===== config.mk =====
export PLATFORM = sky130hd
export DESIGN_NAME = spm_boot_ctrl
export DESIGN_NICKNAME = d
export VERILOG_FILES = /design/src/rtl/spm_boot_ctrl.sv
export SDC_FILE = /design/constraint.sdc
export NUM_CORES = 1
export LEC_CHECK = 0
export CAP_MARGIN = 15
export CORE_UTILIZATION = 55
export DETAILED_ROUTE_END_ITERATION = 10
export PLACE_DENSITY = 0.87
export SLEW_MARGIN = 10
export SYNTH_ARGS = -nofsm -noshare
export SYNTH_HDL_FRONTEND = slang
export SYNTH_SLANG_ARGS = --single-unit

===== constraint.sdc =====
create_clock -name clk -period 3 [get_ports clk]
set_input_delay 0.45 -clock clk [delete_from_list [all_inputs] [get_ports clk]]
set_output_delay 0.45 -clock clk [all_outputs]
set_load 0.01 [all_outputs]

===== src/rtl/spm_boot_ctrl.sv =====
// Boot/load controller: holds RISC_SPM in reset, arbitrates pin loader vs Wishbone onto one memory write port.
// Latency: WB write 1-2 cycles to mem_we/ack, ext strobe ~4 cycles; WB stalls via ack, ext has no backpressure (overrun flag).
module spm_boot_ctrl #(
  parameter int RST_HOLD = 4,
  parameter int ADDR_W   = 8,
  parameter int DATA_W   = 8
) (
  input  logic              clk,
  input  logic              rst_n,
  input  logic              load_req,
  input  logic              ext_write,
  input  logic [ADDR_W-1:0] ext_addr,
  input  logic [DATA_W-1:0] ext_data,
  input  logic              wbs_cyc_i,
  input  logic              wbs_stb_i,
  input  logic              wbs_we_i,
  input  logic [ADDR_W-1:0] wbs_adr_i,
  input  logic [DATA_W-1:0] wbs_dat_i,
  output logic              wbs_ack_o,
  output logic              mem_we,
  output logic [ADDR_W-1:0] mem_addr,
  output logic [DATA_W-1:0] mem_wdata,
  output logic              cpu_rst,
  output logic [ADDR_W:0]   write_cnt,
  output logic              overrun,
  output logic              wb_drop
);

  typedef enum logic [1:0] {ST_HOLD, ST_LOAD, ST_RUN} state_t;

  localparam logic [7:0] HOLD_INIT = 8'(RST_HOLD);

  state_t              r_state, w_next_state;
  logic [7:0]          r_hold_cnt;
  logic                r_ew_s1, r_ew_s2, r_ew_s3;
  logic [ADDR_W-1:0]   r_ea_s1, r_ea_s2, r_ext_addr;
  logic [DATA_W-1:0]   r_ed_s1, r_ed_s2, r_ext_data;
  logic                r_ext_pend, r_gnt_ext, r_last_wb;
  logic                r_mem_we, r_ack, r_overrun, r_wb_drop;
  logic [ADDR_W-1:0]   r_mem_addr;
  logic [DATA_W-1:0]   r_mem_wdata;
  logic [ADDR_W:0]     r_write_cnt;

  logic w_in_load, w_enter_load, w_ext_rise, w_ext_req;
  logic w_wb_act, w_wb_wr, w_wb_rd, w_gnt_ext, w_gnt_wb;

  assign w_in_load    = (r_state == ST_LOAD);
  assign w_enter_load = !w_in_load && (w_next_state == ST_LOAD);
  assign w_ext_rise   = r_ew_s2 && !r_ew_s3;
  // A pending ext write is not eligible while its own mem_we pulse is out.
  assign w_ext_req    = r_ext_pend && !r_gnt_ext;
  assign w_wb_act     = wbs_cyc_i && wbs_stb_i && !r_ack;
  assign w_wb_wr      = w_wb_act && wbs_we_i;
  assign w_wb_rd      = w_wb_act && !wbs_we_i;
  assign w_gnt_ext    = w_in_load && w_ext_req && (!w_wb_wr || r_last_wb);
  assign w_gnt_wb     = w_in_load && w_wb_wr && (!w_ext_req || !r_last_wb);

  always_ff @(posedge clk or negedge rst_n) begin
    if (!rst_n) r_state <= ST_HOLD;
    else        r_state <= w_next_state;
  end

  always_comb begin
    w_next_state = r_state;
    unique case (r_state)
      ST_HOLD: begin
        if (load_req)                w_next_state = ST_LOAD;
        else if (r_hold_cnt <= 8'd1) w_next_state = ST_RUN;
      end
      ST_LOAD: if (!load_req && !r_ext_pend && !w_wb_wr) w_next_state = ST_HOLD;
      ST_RUN:  if (load_req) w_next_state = ST_LOAD;
      default: w_next_state = ST_HOLD;
    endcase
  end

  always_comb begin
    cpu_rst = (r_state != ST_RUN);
  end

  always_ff @(posedge clk or negedge rst_n) begin
    if (!rst_n) begin
      r_hold_cnt <= HOLD_INIT;
      r_ew_s1    <= 1'b0;
      r_ew_s2    <= 1'b0;
      r_ew_s3    <= 1'b0;
      r_ea_s1    <= '0;
      r_ea_s2    <= '0;
      r_ed_s1    <= '0;
      r_ed_s2    <= '0;
    end else begin
      if (r_state != ST_HOLD)    r_hold_cnt <= HOLD_INIT;
      else if (r_hold_cnt != 0) r_hold_cnt <= r_hold_cnt - 8'd1;
      r_ew_s1 <= ext_write;
      r_ew_s2 <= r_ew_s1;
      r_ew_s3 <= r_ew_s2;
      r_ea_s1 <= ext_addr;
      r_ea_s2 <= r_ea_s1;
      r_ed_s1 <= ext_data;
      r_ed_s2 <= r_ed_s1;
    end
  end

  always_ff @(posedge clk or negedge rst_n) begin
    if (!rst_n) begin
      r_ext_pend  <= 1'b0;
      r_ext_addr  <= '0;
      r_ext_data  <= '0;
      r_gnt_ext   <= 1'b0;
      r_last_wb   <= 1'b1;
      r_mem_we    <= 1'b0;
      r_mem_addr  <= '0;
      r_mem_wdata <= '0;
      r_ack       <= 1'b0;
      r_write_cnt <= '0;
      r_overrun   <= 1'b0;
      r_wb_drop   <= 1'b0;
    end else begin
      if (r_gnt_ext) r_ext_pend <= 1'b0;
      // An edge arriving while the previous one is still pending is dropped.
      if (w_in_load && w_ext_rise && !r_ext_pend) begin
        r_ext_pend <= 1'b1;
        r_ext_addr <= r_ea_s2;
        r_ext_data <= r_ed_s2;
      end

      r_gnt_ext <= w_gnt_ext;
      r_mem_we  <= w_gnt_ext || w_gnt_wb;
      r_ack     <= w_gnt_wb || w_wb_rd || (w_wb_wr && !w_in_load);

      if (w_gnt_ext) begin
        r_mem_addr  <= r_ext_addr;
        r_mem_wdata <= r_ext_data;
        r_last_wb   <= 1'b0;
      end else if (w_gnt_wb) begin
        r_mem_addr  <= wbs_adr_i;
        r_mem_wdata <= wbs_dat_i;
        r_last_wb   <= 1'b1;
      end

      if (w_enter_load) begin
        r_write_cnt <= '0;
        r_overrun   <= 1'b0;
        r_wb_drop   <= 1'b0;
      end else begin
        if ((w_gnt_ext || w_gnt_wb) && !(&r_write_cnt)) r_write_cnt <= r_write_cnt + 1'b1;
        if (w_in_load && w_ext_rise && r_ext_pend)       r_overrun   <= 1'b1;
        if (w_wb_wr && !w_in_load)                       r_wb_drop   <= 1'b1;
      end
    end
  end

  assign wbs_ack_o = r_ack;
  assign mem_we    = r_mem_we;
  assign mem_addr  = r_mem_addr;
  assign mem_wdata = r_mem_wdata;
  assign write_cnt = r_write_cnt;
  assign overrun   = r_overrun;
  assign wb_drop   = r_wb_drop;

endmodule


Yosys cells after proc, flatten, opt, wreduce, memory -nomap -nowiden
Cells that the tools add are included.
{ "word_totals": {"inputBits": 39, "n_memories": 0, "reg_bits": 93, "latchBits": 0, "ram_bits": 0, "mem_bits_ro": 0} }
{ "classes": {"mul": 0, "n_shift": 0, "bitwise_logic": 0, "magnitude_cmp": 1, "n_div": 0, "muxes": 21, "add_sub_neg": 2, "n_eq_ne": 4, "n_reduce_logical": 44} }
{ "op_table": {"columns": ["op", "n"], "rows": [
  ["two-way mux 8 bit", 6],
  ["logical AND 1 bit", 18],
  ["two-way mux 9 bit", 2],
  ["nonzero test 2 bit", 7],
  ["logical NOT 1 bit", 11],
  ["adder 9 x 1 -> 9 bit, second input constant", 1],
  ["AND reduction 9 bit", 1],
  ["<= comparator 8 x 1 -> 1 bit, second input constant", 1],
  ["two-way mux 1 bit", 8],
  ["two-way mux 2 bit", 4],
  ["nonzero test 8 bit", 1],
  ["subtractor 8 x 1 -> 8 bit, second input constant", 1],
  ["one-hot mux 2 bit (3 select lines)", 1],
  ["logical OR 1 bit", 5],
  ["equality test 2 x 1 -> 1 bit, second input constant", 2],
  ["equality test 2 bit, second input constant", 1],
  ["logical NOT 2 bit", 1],
  ["inequality test 2 bit, second input constant", 1]
]} }

Logic depth before layout (Yosys ltp)
{ "depth": {"ltp_word": 10, "mapped_depth": 8, "mapped_depth_nobuf": 8} }

Worst setup path before layout
Ideal clock, no wire load.
{ "synth_path": {"path_kind": "register to register", "startpoint": "reg r_write_cnt[0] (netlist: write_cnt[0])", "endpoint": "reg r_write_cnt[5] (netlist: write_cnt[5])", "path_slack_ns": 1.022, "synth_period_minus_slack_ns": 1.978, "path_stages_with_launch": 9, "path_buffers": 0, "required_time_ns": 2.880, "t_arrival_ns": 1.858, "cell_sequence": "dfrtp_1 > ha_1 > nand3_1 > nor2_1 > ha_1 > nand4b_1 > a211oi_1 > a31oi_1 > a41o_1"} }
{ "synth_via": {"elab_chain_cells": 4, "elab_cells_between_ends": 7} }
{ "synth_lines": {"columns": ["element", "line_no", "source"], "rows": [
  ["from (decl)", "42", "logic [ADDR_W:0] r_write_cnt;"],
  ["from (signal assigned)", "145", "if ((w_gnt_ext || w_gnt_wb) && !(&r_write_cnt)) r_write_cnt <= r_write_cnt + 1'b1;"],
  ["branches (longest 4 deep; another with adder 9 x 1 -> 9 bit)", null, null]
]} }
Several ways; the timed one is not identified. The select of a mux whose other input is x is not followed.
A chain may end at the register's enable or synchronous reset.

Final worst setup path
{ "layout_path": {"startpoint": "reg r_state[0]", "endpoint": "reg r_ext_data[3]"} }
{ "layout_via": {"elab_chain_cells": 3} }
{ "layout_lines": {"columns": ["element", "line_no", "source"], "rows": [
  ["from (decl)", "33", "state_t r_state, w_next_state;"],
  ["from (signal assigned)", "60", "else r_state <= w_next_state;"],
  ["equality test 2 x 1 -> 1 bit", "47", "assign w_in_load = (r_state == ST_LOAD);"],
  ["logical AND 1 bit (2 in series)", "120", "if (w_in_load && w_ext_rise && !r_ext_pend) begin"],
  ["to (signal assigned)", "123", "r_ext_data <= r_ed_s2;"],
  ["to (decl)", "37", "logic [DATA_W-1:0] r_ed_s1, r_ed_s2, r_ext_data;"]
]} }
No other way between the ends.

==> flow_summary.toml <==
[power_and_ir_drop]
vdd_drop_max_mv = 0.6223
power.leakage_nw = 1.964
p_per_area_mw_per_mm2 = 890.0

[final_layout]
n_fill_cell = 430
utilization = 0.7157
largest_register_ff_count = 9
synthToLayoutAreaGrowth_pct = 25.89
multiInputGateArea_sq_mm = 0.001181
num_antenna_cells = 0
drive_gt1_frac = 0.1647
fin_nets = 373
regArea_sq_mm = 0.002330

[place]
gp_routability_congestion = 0.8207
hpwl_mm = 4.651
place_ws_ps = 668.2
place.port_buffers = 68

[synth]
synth.avg_cell_area_sq_um = 13.99
synth_area_leaders = "dfrtp_1, mux2_2, a221o_1"
synth-main-ff-cell = "dfrtp_1"
synth_most_common_cell = "dfrtp_1"
netlist_area_sq_mm = 0.003610
syn_nets = 302
async_flop_share = 1.000
synth_top_area_cell = "dfrtp_1"
yosys.area.top_type_share = 0.6308
synth_seq_cells = 93
syn-instance-count = 258
synth_edf_count = 0
yosys_warnings = 0
synth_seq_area_share = 0.6454
ys_types = 45
yosys-top-cells-count = "dfrtp_1, mux2_2, nor2_1, a221o_1, nand2_1"

[sta]
period_share = 0.7335
fin_hold_ws_ps = 124.3
maxSlewViolCount = 0
slew_headroom = 0.4285
tightest_slew_ps = 854.5
layout_setup_ws_ps = 799.4
period_needed_ps = 2201
worst_clock_skew_ps = 17.23
setup_violations = 0
hold_violations = 0
fmax_mhz = 454.4
fin_setup_tns_ps = 0
rsz0062_at_grt = "false"

[global_route]
grt_pass1_vias = 2336
antenna_found_initial = 0
gr-total-overflow = 0
grt_max_degree = 56
grt_first_pass_wirelength_mm = 11.55
grt_use_total = 0.2164

[min_path]
min_path_type = "input port to asynchronous set/reset pin"

[clocking]
numCtsBuffers = 9
clock_sinks = 93
worstSkewPairLatency_ps = 370
clock_path_buffers = 2
h-tree-depth = 3
tritoncts = "done"
cts_resized = 0
postCtsSetupBuffers = 0
hold_buffers = 0
path_clk_slew_ps = 100
cts_root_buf = "clkbuf_8"

[drt]
dr.pass1.iters = 4
viasPerCell = 5.479
drt_iter0_markers = 108
ant_nets = 0
route.detailed.drc = 0
wl_mm = 6.807
routedWlPerCell_um = 16.56
dr_total_vias = 2252

[critical_path]
worst-path-buf-inv = 0
worstSetupStartpointType = "flip-flop"
cpMaxStageDelayCell = "nor3_4"
crit_fanout = 17
endpoint_kind = "flip-flop"
arrival_ps = 2440
critical_path_class = "flip-flop to flip-flop"
crit_family = "simple AND/OR/NAND/NOR gates"
cpPeakStageDelay_ps = 800
cp.required_ps = 3240
cp_cell_sequence = "nand2b_1, nor3_4, mux2_2"

[outcome]
status = "finished clean"

[floorplanning]
rows = 29
ios = 69
dieArea_sq_mm = 0.006891
chipWidth_um = 83.02
dieHeight_um = 83.02
core-area_sq_mm = 0.006350
initial_core_util = 0.5685

[job]
maxCapViolCount = 0
==> worst paths after layout <==
path                            startpoint             to  slack, ps  cells after the start
worst max-delay path            r_state[0]  r_ext_data[3]        800                      3
worst min-delay path                 rst_n    mem_addr[6]        120                      1
worst max register to register  r_state[0]  r_ext_data[3]        800                      3
worst min register to register  r_ed_s1[2]     r_ed_s2[2]        350                      0
max in group asynchronous            rst_n     r_ed_s1[1]       2240                      2
min in group clk                r_ed_s1[2]     r_ed_s2[2]        350                      0
==> logic make-up (layout without fill, tap and decap cells) <==
group,after synthesis,count (layout),share of synthesized area
AOI/OAI and AO/OA,47,47,0.1147
xor gates and xnor gates,8,8,0.01941
adders and majority gates,5,5,0.01733
buffers and inverters,16,92,0.02738
DFF,93,93,0.6454
muxes,18,18,0.05546
and+or+nand+nor,71,71,0.1203
==> per-stage QoR <==
stage / power, mW / area, sq um / std cells
global route: 4.276 / 4544 / 411
detailed placement: 3.173 / 4332 / 395
CTS: 4.056 / 4544 / 411
floorplan: 2.675 / 3610 / 258
finish: 4.045 / 4544 / 411
global placement: 3.100 / 4332 / 395
==> worst reg2reg max path, stage by stage, from the launching register on <==
cell      delay [ps]
dfrtp_1          520
nand2b_1         330
nor3_4           800
mux2_2           430
==> placed cells by master (no fill, tap or decap), types with 2 or more instances in the layout <==
| master | count |
|---|---|
| nand2b_1 | 6 |
| clkbuf_8 | 10 |
| or3_1 | 2 |
| a21oi_1 | 7 |
| ha_1 | 5 |
| o21ai_0 | 8 |
| and2b_1 | 9 |
| dfstp_2 | 2 |
| a211oi_1 | 5 |
| clkdlybuf4s50_1 | 67 |
| xnor2_1 | 8 |
| nor2b_1 | 8 |
| nand2_1 | 13 |
| nand3_1 | 3 |
| a221o_1 | 13 |
| mux2_2 | 16 |
| nor2_1 | 14 |
| or2_2 | 3 |
| a21oi_4 | 2 |
| mux2i_1 | 2 |
| inv_6 | 3 |
| a31oi_1 | 2 |
| a221o_2 | 3 |
| inv_1 | 7 |
| a2111oi_2 | 2 |
| dfrtp_1 | 91 |
==> final cells by class <==
cell class                      count  area share
Sequential cell                    93      0.5127
Clock inverter                      6     0.01652
Inverter                            7    0.005782
Clock buffer                       10     0.03029
Multi-Input combinational cell    149      0.2599
Tap cell                           77     0.02120
Timing Repair Buffer               69      0.1536
==> power by group <==
group          internal (mW)  total [mW]  switching (mW)  leakage, nW
combinational          0.728        1.32           0.597        0.719
sequential              1.59        1.84           0.249         1.14
clock                  0.423       0.881           0.458        0.106
==> layer usage <==
layer	up-vias	global-route usage	part of all wire	wire length, um
met3	16	0.03777	0.028	191
met2	52	0.3353	0.48	3248
met5	-	0	0	0
li1	1051	-	-	-
met4	0	0.1003	0.025	169
met1	1133	0.3016	0.47	3198
Note: power is estimated with default switching activity, not from simulation.
